$ cat src/rtl/qerv_rf_host_bridge_pkg.sv
// Shared definitions for the register-file host bridge.
// Holds the controller state encoding, the word width and the helpers that
// derive beats-per-word and beat-counter width from the serial width W.
package qerv_rf_host_bridge_pkg;

   localparam int WORD_W = 32;

   localparam logic [2:0] ST_IDLE   = 3'd0;
   localparam logic [2:0] ST_RREQ   = 3'd1;
   localparam logic [2:0] ST_RWAIT  = 3'd2;
   localparam logic [2:0] ST_RSHIFT = 3'd3;
   localparam logic [2:0] ST_WREQ   = 3'd4;
   localparam logic [2:0] ST_WSHIFT = 3'd5;
   localparam logic [2:0] ST_RESP   = 3'd6;

   typedef enum logic [2:0] {
      S_IDLE   = ST_IDLE,
      S_RREQ   = ST_RREQ,
      S_RWAIT  = ST_RWAIT,
      S_RSHIFT = ST_RSHIFT,
      S_WREQ   = ST_WREQ,
      S_WSHIFT = ST_WSHIFT,
      S_RESP   = ST_RESP
   } state_t;

   // Number of W-bit beats that make up one 32-bit word.
   function automatic int beats_per_word(input int w);
      return WORD_W / w;
   endfunction

   // Width of a counter that indexes beats 0..N-1 (at least one bit).
   function automatic int beat_cnt_w(input int w);
      return (WORD_W / w > 1) ? $clog2(WORD_W / w) : 1;
   endfunction

endpackage

$ cat src/rtl/qerv_rf_host_shreg.sv
// 32-bit shift register stepping W bits per shift.
// Parallel load / serial out (LSB beat first on o_sout) and serial in /
// parallel out (new beats enter at the top, so after 32/W shifts the first
// beat sits in the least significant bits).
// Ports:
//   i_clk, i_rst   clock, asynchronous active-high reset (clears contents)
//   i_load/i_ldata parallel load (has priority over shift)
//   i_shift/i_sin  shift one beat, i_sin enters at bits [31:32-W]
//   o_sout         current lowest beat
//   o_q            full register contents
module qerv_rf_host_shreg
   import qerv_rf_host_bridge_pkg::*;
#(
   parameter int W = 1
) (
   input  logic              i_clk,
   input  logic              i_rst,
   input  logic              i_load,
   input  logic [WORD_W-1:0] i_ldata,
   input  logic              i_shift,
   input  logic [W-1:0]      i_sin,
   output logic [W-1:0]      o_sout,
   output logic [WORD_W-1:0] o_q
);

   logic [WORD_W-1:0] q;

   always_ff @(posedge i_clk or posedge i_rst) begin
      if (i_rst) begin
         q <= '0;
      end else if (i_load) begin
         q <= i_ldata;
      end else if (i_shift) begin
         q <= {i_sin, q[WORD_W-1:W]};
      end
   end

   assign o_sout = q[W-1:0];
   assign o_q    = q;

endmodule

$ cat src/rtl/qerv_rf_host_bridge.sv
// Host bridge onto the bit-serial register-file interface.
// A parallel agent issues one command at a time: read two registers or write
// one register with a 32-bit word. The bridge raises the request, waits for
// the grant, shifts the W-bit beats and returns a single response pulse.
// Ports:
//   i_clk, i_rst                clock, asynchronous active-high reset
//   i_cmd_valid/o_cmd_ready     command handshake (ready only when idle)
//   i_cmd_we/i_cmd_reg0/1/wdata command: write reg0, or read reg0 and reg1
//   o_rsp_valid/o_rsp_rdata0/1  completion pulse and held read words
//   o_rreq/o_wreq/i_ready       RF request pulses and grant
//   o_rreg0/1, o_wreg0/1        RF register addresses
//   o_wen0/1, o_wdata0/1        RF write enables and write beats
//   i_rdata0/1                  RF read beats
module qerv_rf_host_bridge
   import qerv_rf_host_bridge_pkg::*;
#(
   parameter int W        = 1,
   parameter int csr_regs = 4,
   parameter int raw      = $clog2(32 + csr_regs)
) (
   input  logic              i_clk,
   input  logic              i_rst,
   input  logic              i_cmd_valid,
   output logic              o_cmd_ready,
   input  logic              i_cmd_we,
   input  logic [raw-1:0]    i_cmd_reg0,
   input  logic [raw-1:0]    i_cmd_reg1,
   input  logic [WORD_W-1:0] i_cmd_wdata,
   output logic              o_rsp_valid,
   output logic [WORD_W-1:0] o_rsp_rdata0,
   output logic [WORD_W-1:0] o_rsp_rdata1,
   output logic              o_rreq,
   output logic              o_wreq,
   input  logic              i_ready,
   output logic [raw-1:0]    o_rreg0,
   output logic [raw-1:0]    o_rreg1,
   output logic [raw-1:0]    o_wreg0,
   output logic [raw-1:0]    o_wreg1,
   output logic              o_wen0,
   output logic              o_wen1,
   output logic [W-1:0]      o_wdata0,
   output logic [W-1:0]      o_wdata1,
   input  logic [W-1:0]      i_rdata0,
   input  logic [W-1:0]      i_rdata1
);

   localparam int N  = beats_per_word(W);
   localparam int CW = beat_cnt_w(W);
   localparam logic [CW-1:0] LAST_BEAT = CW'(N - 1);

   state_t            state_q, state_d;
   logic [CW-1:0]     cnt_q;
   logic [raw-1:0]    reg0_q, reg1_q;
   logic [WORD_W-1:0] rdata0_q, rdata1_q;
   logic              accept;
   logic              cap_shift;
   logic              wd_shift;
   logic              last_beat;
   logic [WORD_W-1:0] cap0_q, cap1_q, wd_q;
   logic [W-1:0]      cap0_sout, cap1_sout;
   logic              unused_bits;

   assign last_beat = (cnt_q == LAST_BEAT);

   always_ff @(posedge i_clk or posedge i_rst) begin
      if (i_rst) begin
         state_q <= S_IDLE;
      end else begin
         state_q <= state_d;
      end
   end

   always_comb begin
      state_d     = state_q;
      o_cmd_ready = 1'b0;
      o_rsp_valid = 1'b0;
      o_rreq      = 1'b0;
      o_wreq      = 1'b0;
      o_wen0      = 1'b0;
      accept      = 1'b0;
      cap_shift   = 1'b0;
      wd_shift    = 1'b0;
      case (state_q)
         S_IDLE: begin
            o_cmd_ready = 1'b1;
            if (i_cmd_valid) begin
               accept  = 1'b1;
               state_d = i_cmd_we ? S_WREQ : S_RREQ;
            end
         end
         S_RREQ: begin
            o_rreq  = 1'b1;
            state_d = S_RWAIT;
         end
         S_RWAIT: begin
            // The grant cycle already carries beat 0.
            if (i_ready) begin
               cap_shift = 1'b1;
               state_d   = S_RSHIFT;
            end
         end
         S_RSHIFT: begin
            cap_shift = 1'b1;
            if (last_beat) begin
               state_d = S_RESP;
            end
         end
         S_WREQ: begin
            o_wreq = 1'b1;
            if (i_ready) begin
               state_d = S_WSHIFT;
            end
         end
         S_WSHIFT: begin
            wd_shift = 1'b1;
            // x0 is hardwired to zero: run the beats but never enable the write.
            o_wen0   = (reg0_q != '0);
            if (last_beat) begin
               state_d = S_RESP;
            end
         end
         S_RESP: begin
            o_rsp_valid = 1'b1;
            state_d     = S_IDLE;
         end
         default: begin
            state_d = S_IDLE;
         end
      endcase
   end

   // Beat counter. Entering RSHIFT starts at 1 because beat 0 was taken in
   // the grant cycle; every other state entry clears it.
   always_ff @(posedge i_clk or posedge i_rst) begin
      if (i_rst) begin
         cnt_q <= '0;
      end else if (state_d != state_q) begin
         cnt_q <= (state_d == S_RSHIFT) ? CW'(1) : '0;
      end else if (state_q == S_RSHIFT || state_q == S_WSHIFT) begin
         cnt_q <= cnt_q + CW'(1);
      end
   end

   always_ff @(posedge i_clk or posedge i_rst) begin
      if (i_rst) begin
         reg0_q <= '0;
         reg1_q <= '0;
      end else if (accept) begin
         reg0_q <= i_cmd_reg0;
         reg1_q <= i_cmd_reg1;
      end
   end

   // Response words are copied out on the last beat so they stay stable
   // while the capture registers shift during the next read.
   always_ff @(posedge i_clk or posedge i_rst) begin
      if (i_rst) begin
         rdata0_q <= '0;
         rdata1_q <= '0;
      end else if (state_q == S_RSHIFT && last_beat) begin
         rdata0_q <= {i_rdata0, cap0_q[WORD_W-1:W]};
         rdata1_q <= {i_rdata1, cap1_q[WORD_W-1:W]};
      end
   end

   qerv_rf_host_shreg #(.W(W)) u_wdata (
      .i_clk   (i_clk),
      .i_rst   (i_rst),
      .i_load  (accept & i_cmd_we),
      .i_ldata (i_cmd_wdata),
      .i_shift (wd_shift),
      .i_sin   ({W{1'b0}}),
      .o_sout  (o_wdata0),
      .o_q     (wd_q)
   );

   qerv_rf_host_shreg #(.W(W)) u_cap0 (
      .i_clk   (i_clk),
      .i_rst   (i_rst),
      .i_load  (1'b0),
      .i_ldata ({WORD_W{1'b0}}),
      .i_shift (cap_shift),
      .i_sin   (i_rdata0),
      .o_sout  (cap0_sout),
      .o_q     (cap0_q)
   );

   qerv_rf_host_shreg #(.W(W)) u_cap1 (
      .i_clk   (i_clk),
      .i_rst   (i_rst),
      .i_load  (1'b0),
      .i_ldata ({WORD_W{1'b0}}),
      .i_shift (cap_shift),
      .i_sin   (i_rdata1),
      .o_sout  (cap1_sout),
      .o_q     (cap1_q)
   );

   assign unused_bits = ^{wd_q, cap0_sout, cap1_sout};

   assign o_rsp_rdata0 = rdata0_q;
   assign o_rsp_rdata1 = rdata1_q;
   assign o_rreg0      = reg0_q;
   assign o_rreg1      = reg1_q;
   assign o_wreg0      = reg0_q;
   assign o_wreg1      = '0;
   assign o_wen1       = 1'b0;
   assign o_wdata1     = '0;

endmodule

$ cat config.mk
export PLATFORM = sky130hd
export DESIGN_NAME = qerv_rf_host_bridge
export DESIGN_NICKNAME = d
export VERILOG_FILES = /design/src/rtl/qerv_rf_host_bridge_pkg.sv /design/src/rtl/qerv_rf_host_shreg.sv /design/src/rtl/qerv_rf_host_bridge.sv
export SDC_FILE = /design/constraint.sdc
export NUM_CORES = 1
export LEC_CHECK = 0
export BUFFER_PORTS_ARGS = -buffer_cell sky130_fd_sc_hd__buf_2
export CAP_MARGIN = 10
export CORE_MARGIN = 2
export CORE_UTILIZATION = 49
export DETAILED_ROUTE_END_ITERATION = 10
export GPL_TIMING_DRIVEN = 0
export PLACE_DENSITY = 0.77
export SLEW_MARGIN = 10
export SYNTH_ARGS = -nofsm -noshare
export SYNTH_HDL_FRONTEND = slang
export SYNTH_SLANG_ARGS = --single-unit
$ cat constraint.sdc
create_clock -name i_clk -period 4.7 [get_ports i_clk]
set_input_delay 0 -clock i_clk [delete_from_list [all_inputs] [get_ports i_clk]]
set_output_delay 0 -clock i_clk [all_outputs]
set_load 0.01 [all_outputs]
After elaboration in Yosys (flattened, before gate mapping)
Cells that the tools add are included.
{ "totals": {"register_bits": 180, "in_bits": 51, "output_inout_bits": 96} }
{ "op_classes": {"n_addsub": 1, "eq_ne": 9, "mux": 21, "bitwise_logic": 1, "reduce_logical": 7} }
{ "ops": {"columns": ["cell", "count"], "rows": [
  ["32-bit 2-to-1 mux", 2],
  ["3-bit 2-to-1 mux", 5],
  ["3-bit one-hot mux with 5 select lines", 1],
  ["1-bit 2-to-1 mux", 10],
  ["5-bit 2-to-1 mux", 2],
  ["3-bit by 2-bit == test with 1-bit output, second input constant", 3],
  ["3-bit == test, second input constant", 3],
  ["6-bit nonzero test", 1],
  ["5-bit by 1-bit adder with 5-bit output, second input constant", 1],
  ["5-bit == test, second input constant", 1],
  ["2-bit nonzero test", 2],
  ["3-bit by 1-bit == test with 1-bit output, second input constant", 1],
  ["3-bit logical NOT", 1],
  ["3-bit != test", 1],
  ["1-bit one-hot mux with 2 select lines", 1],
  ["2-bit OR reduction", 1],
  ["1-bit bitwise AND", 1],
  ["1-bit logical AND", 1],
  ["1-bit logical OR", 1]
]} }

Logic depth before layout (Yosys ltp)
{ "logic_depth": {"ltp_word": 6, "ltp_mapped": 7} }

Cells and area by module
From an unflattened synthesis, not the netlist that was laid out.
{ "hier_totals": {"cells_unflattened": 659, "hier_area_um2": 8274.2} }
{ "modules_own_cells": {"columns": ["module", "n_inst", "cells_per_inst", "area_each_um2", "seq_area_each_um2"], "rows": [
  ["qerv_rf_host_shreg", 3, 141, 1526.5, 800.8],
  ["qerv_rf_host_bridge", 1, 236, 3694.8, 2102.0]
]} }

Least setup slack after synthesis
No wires, ideal clock.
{ "synth_path": {"path_type": "register -> register", "start": "reg cnt_q[0]", "end": "reg rdata0_q[0] (netlist: o_rsp_rdata0[0])", "setup_time_ns": 0.125, "t_arrival_ns": 1.780, "required_ns": 4.575, "slack_ns": 2.795, "path_stages_with_launch": 8, "cell_sequence": "dfrtp_1 ha_1 and3_1 ha_1 nand3_1 buf_2 buf_2 mux2_2"} }
{ "synth_between": {"elab_chain_cells": 2} }
{ "synth_rtl": {"columns": ["element", "line", "text"], "rows": [
  ["from (decl)", "qerv_rf_host_bridge.sv:52", "logic [CW-1:0] cnt_q;"],
  ["from (signal assigned)", "qerv_rf_host_bridge.sv:138", "cnt_q <= (state_d == S_RSHIFT) ? CW'(1) : '0;"],
  ["from (signal assigned)", "qerv_rf_host_bridge.sv:140", "cnt_q <= cnt_q + CW'(1);"],
  ["5-bit == test", "qerv_rf_host_bridge.sv:63", "assign last_beat = (cnt_q == LAST_BEAT);"],
  ["1-bit logical AND", "qerv_rf_host_bridge.sv:160", "end else if (state_q == S_RSHIFT && last_beat) begin"],
  ["to (signal assigned)", "qerv_rf_host_bridge.sv:161", "rdata0_q <= {i_rdata0, cap0_q[WORD_W-1:W]};"],
  ["to (decl)", "qerv_rf_host_bridge.sv:54", "logic [WORD_W-1:0] rdata0_q, rdata1_q;"]
]} }
No other way between the ends.
A chain may end at the register's enable or synchronous reset.

Final worst setup path
{ "layout_path": {"start": "reg cnt_q[0]", "end": "reg rdata0_q[1] (netlist: o_rsp_rdata0[1])"} }
The elaborated chain is that of the path after synthesis.

==> out/metrics.cfg <==
[outcome]
outcome = finished, final reports clean

[final_layout]
seqCellArea_um2 = 4454
n_antenna_cell = 0
layout-drive-gt1-share_pct = 44.63
final_nets = 805
multi_input_area_um2 = 2410
fillers = 1035
area_growth_syn_to_layout_pct = 30.13

[clock_tree]
worstSkewPairLatency_ps = 430
cts-htree-levels = 4
cts_tree = done
post_cts_buffers = 0
clkTransAtPathRegs_ps = 70
clockRootBuffer = clkbuf_16
numCtsBuffers = 17
cts_buffer_depth = 2
cts_sinks = 178

[synth]
syn_area_um2 = 7152
synthCells = 532
synth.area.top_cells = dfrtp_1 (62%), mux2_2 (19%), nand2_1 (5.5%), a22oi_1 (3.3%), buf_4 (2.0%)
yosysSeqAreaShare_pct = 62.28
yosys-top-cells-count = dfrtp_1 (178), mux2_2 (121), nand2_1 (104)
yosysMostFrequentCell = dfrtp_1
synth_top_area_share_pct = 62.28
yosysWarnings = 0
synth-seq-cells = 178
synth_cell_type_count = 38
syn_avg_cell_area_um2 = 13.44
synthArstFlopShare_pct = 100.0
synth_edf_count = 0
synth_flop_cell = dfrtp_1
synth_top_area_cell = dfrtp_1

[timing]
holdWs_ps = 34.13
worstMarginPinSlew_ps = 521.3
setup_tns_ps = 0
hold_violations = 0
finalSetupViolCount = 0
clock_skew_ps = 15.52
max_freq_mhz = 444.7
rsz0062_at_grt = no
min_period_over_period_pct = 47.85
slew_headroom_pct = 65.18
slew_violations = 0
period_needed_ps = 2249

[die]
die_w_um = 124.8
die_h_um = 124.8
core_um2 = 14370
rows = 44
start_util_pct = 49.77
io_pins = 147
die_area_um2 = 15580

[grt]
grt.met1_usage_pct = 24.16
grt_pass1_vias = 4967
met3_usage_pct = 5.971
grt_pass1_wl_um = 24140
top_usage_layer = met2
antenna_found_initial = 0
grtUsageTotal_pct = 19.33
grt_max_degree = 40
gr-usage-met2_pct = 32.14
overflow = 0

[setup_path]
start_kind = flop
crit_type = reg2reg
cp-end-kind = flop
cp.required_ps = 5010
cp_data_arrival_time_ps = 2560
rrSetupSlack_ps = 2450
path_max_fanout = 10

[placement]
portBuffers = 138
hpwl_um = 9820
place_congestion = 0.8186

[detailed_routing]
drtAntennaViolNets = 0
viasPerCell = 5.023
wl_per_cell_um = 15.29
first_iter_violations = 252
dr.pass1.iters = 4
drt_wl_total_um = 14490
drc_errors = 0
vias = 4762

[power]
ir_drop_mv = 0.3542
power.leakage_uw = 0.004923
power_density_nw_per_um2 = 494.9

[min_path]
min_path_type = in2reg

[flow_run]
drv_cap = 0

==> registers in the layout, summed over array words and instances, names as in the netlist <==
signal,flops
o_rsp_rdata0,32
o_rsp_rdata1,32
u_wdata.o_q,32
u_cap0.o_q,31
u_cap1.o_q,31
o_rreg0,6
o_rreg1,6
cnt_q,5
state_q,3
==> placed cells by master, fill, tap and decap left out, types with 3 or more instances in the layout <==
cell           synthesis  layout
a21oi_1                4       4
a22oi_1               31      31
buf_12                 0       4
buf_2                 17     155
buf_4                 19      19
buf_6                  5       5
clkbuf_1               3       3
clkbuf_16              0      17
clkbuf_8               0       3
clkinvlp_4             0       4
conb_1                 1       8
dfrtp_1              178     178
dlygate4sd3_1          0      51
inv_1                  4       3
inv_6                  0       3
mux2_1                 5       5
mux2_2               121     121
nand2_1              104     104
nand3_1                5       5
nor2_1                 4       4
xor2_1                 3       3
==> timing repair <==
item	4_1_cts	5_1_grt
gates resized for setup	0	0
hold buffers	51	0
hold endpoints to repair	132	0
==> cell families after synthesis <==
group | synth area share (%)
simple gates | 8.048
fa+ha+maj | 0.3498
buf+inv | 4.391
xor+xnor | 0.7524
mux | 19.84
compound gates | 4.286
flops | 62.28
other cells | 0.05243
==> where the power goes <==
| part | total, uW | internal, uW | switching, uW |
|---|---|---|---|
| sequential | 2230 | 1960 | 273 |
| combinational | 996 | 540 | 456 |
| clock | 1380 | 783 | 597 |
| total | 4610 | 3280 | 1330 |
==> metal layers <==
layer  part of all wire (%)  vias up
li1                       -     2243
met1                     43     2345
met2                     49      158
met3                    6.9       16
met4                    1.4        0
met5                      0        -
==> critical path, stage by stage (launching register included) <==
cell and delay (ps):
dfrtp_1 410, ha_1 230, and3_1 190, ha_1 210, nand3_1 110, buf_2 280
buf_2 320, mux2_2 370
==> area by class of cell <==
type,instances,share of cell area [%]
Sequential cell,178,47.86
Multi-Input combinational cell,312,25.89
Timing Repair Buffer,194,14.06
Clock buffer,20,5.015
Buffer,45,3.213
Tap cell,184,2.474
Clock inverter,11,1.277
Inverter,4,0.2017
==> worst paths after layout <==
check | endpoint | start | depth (start not counted)
hold reg to reg | u_wdata.o_q[23] | u_wdata.o_q[23] | 2
min in group asynchronous | u_wdata.o_q[17] | i_rst | 3
setup reg to reg | o_rsp_rdata0[1] | cnt_q[0] | 7
setup / recovery | o_rsp_rdata0[1] | cnt_q[0] | 7
max in group asynchronous | u_cap1.o_q[20] | i_rst | 6
hold / removal | state_q[2] | i_cmd_we | 3
==> stage by stage <==
step | power (uW) | area [um^2] | worst slack, ps | cells | util, %
4_1_cts | 4648 | 9306 | 2429 | 948 | 64.77
6_report | 4606 | 9306 | 2451 | 948 | 64.77
3_3_place_gp | 3133 | 8103 | 1564 | 861 | 56.39
3_5_place_dp | 3217 | 8210 | 2435 | 866 | 57.14
5_1_grt | 4879 | 9306 | 2299 | 948 | 64.77
2_1_floorplan | 2867 | 7182 | 2419 | 539 | -
Note: power is estimated with default switching activity, not from simulation.
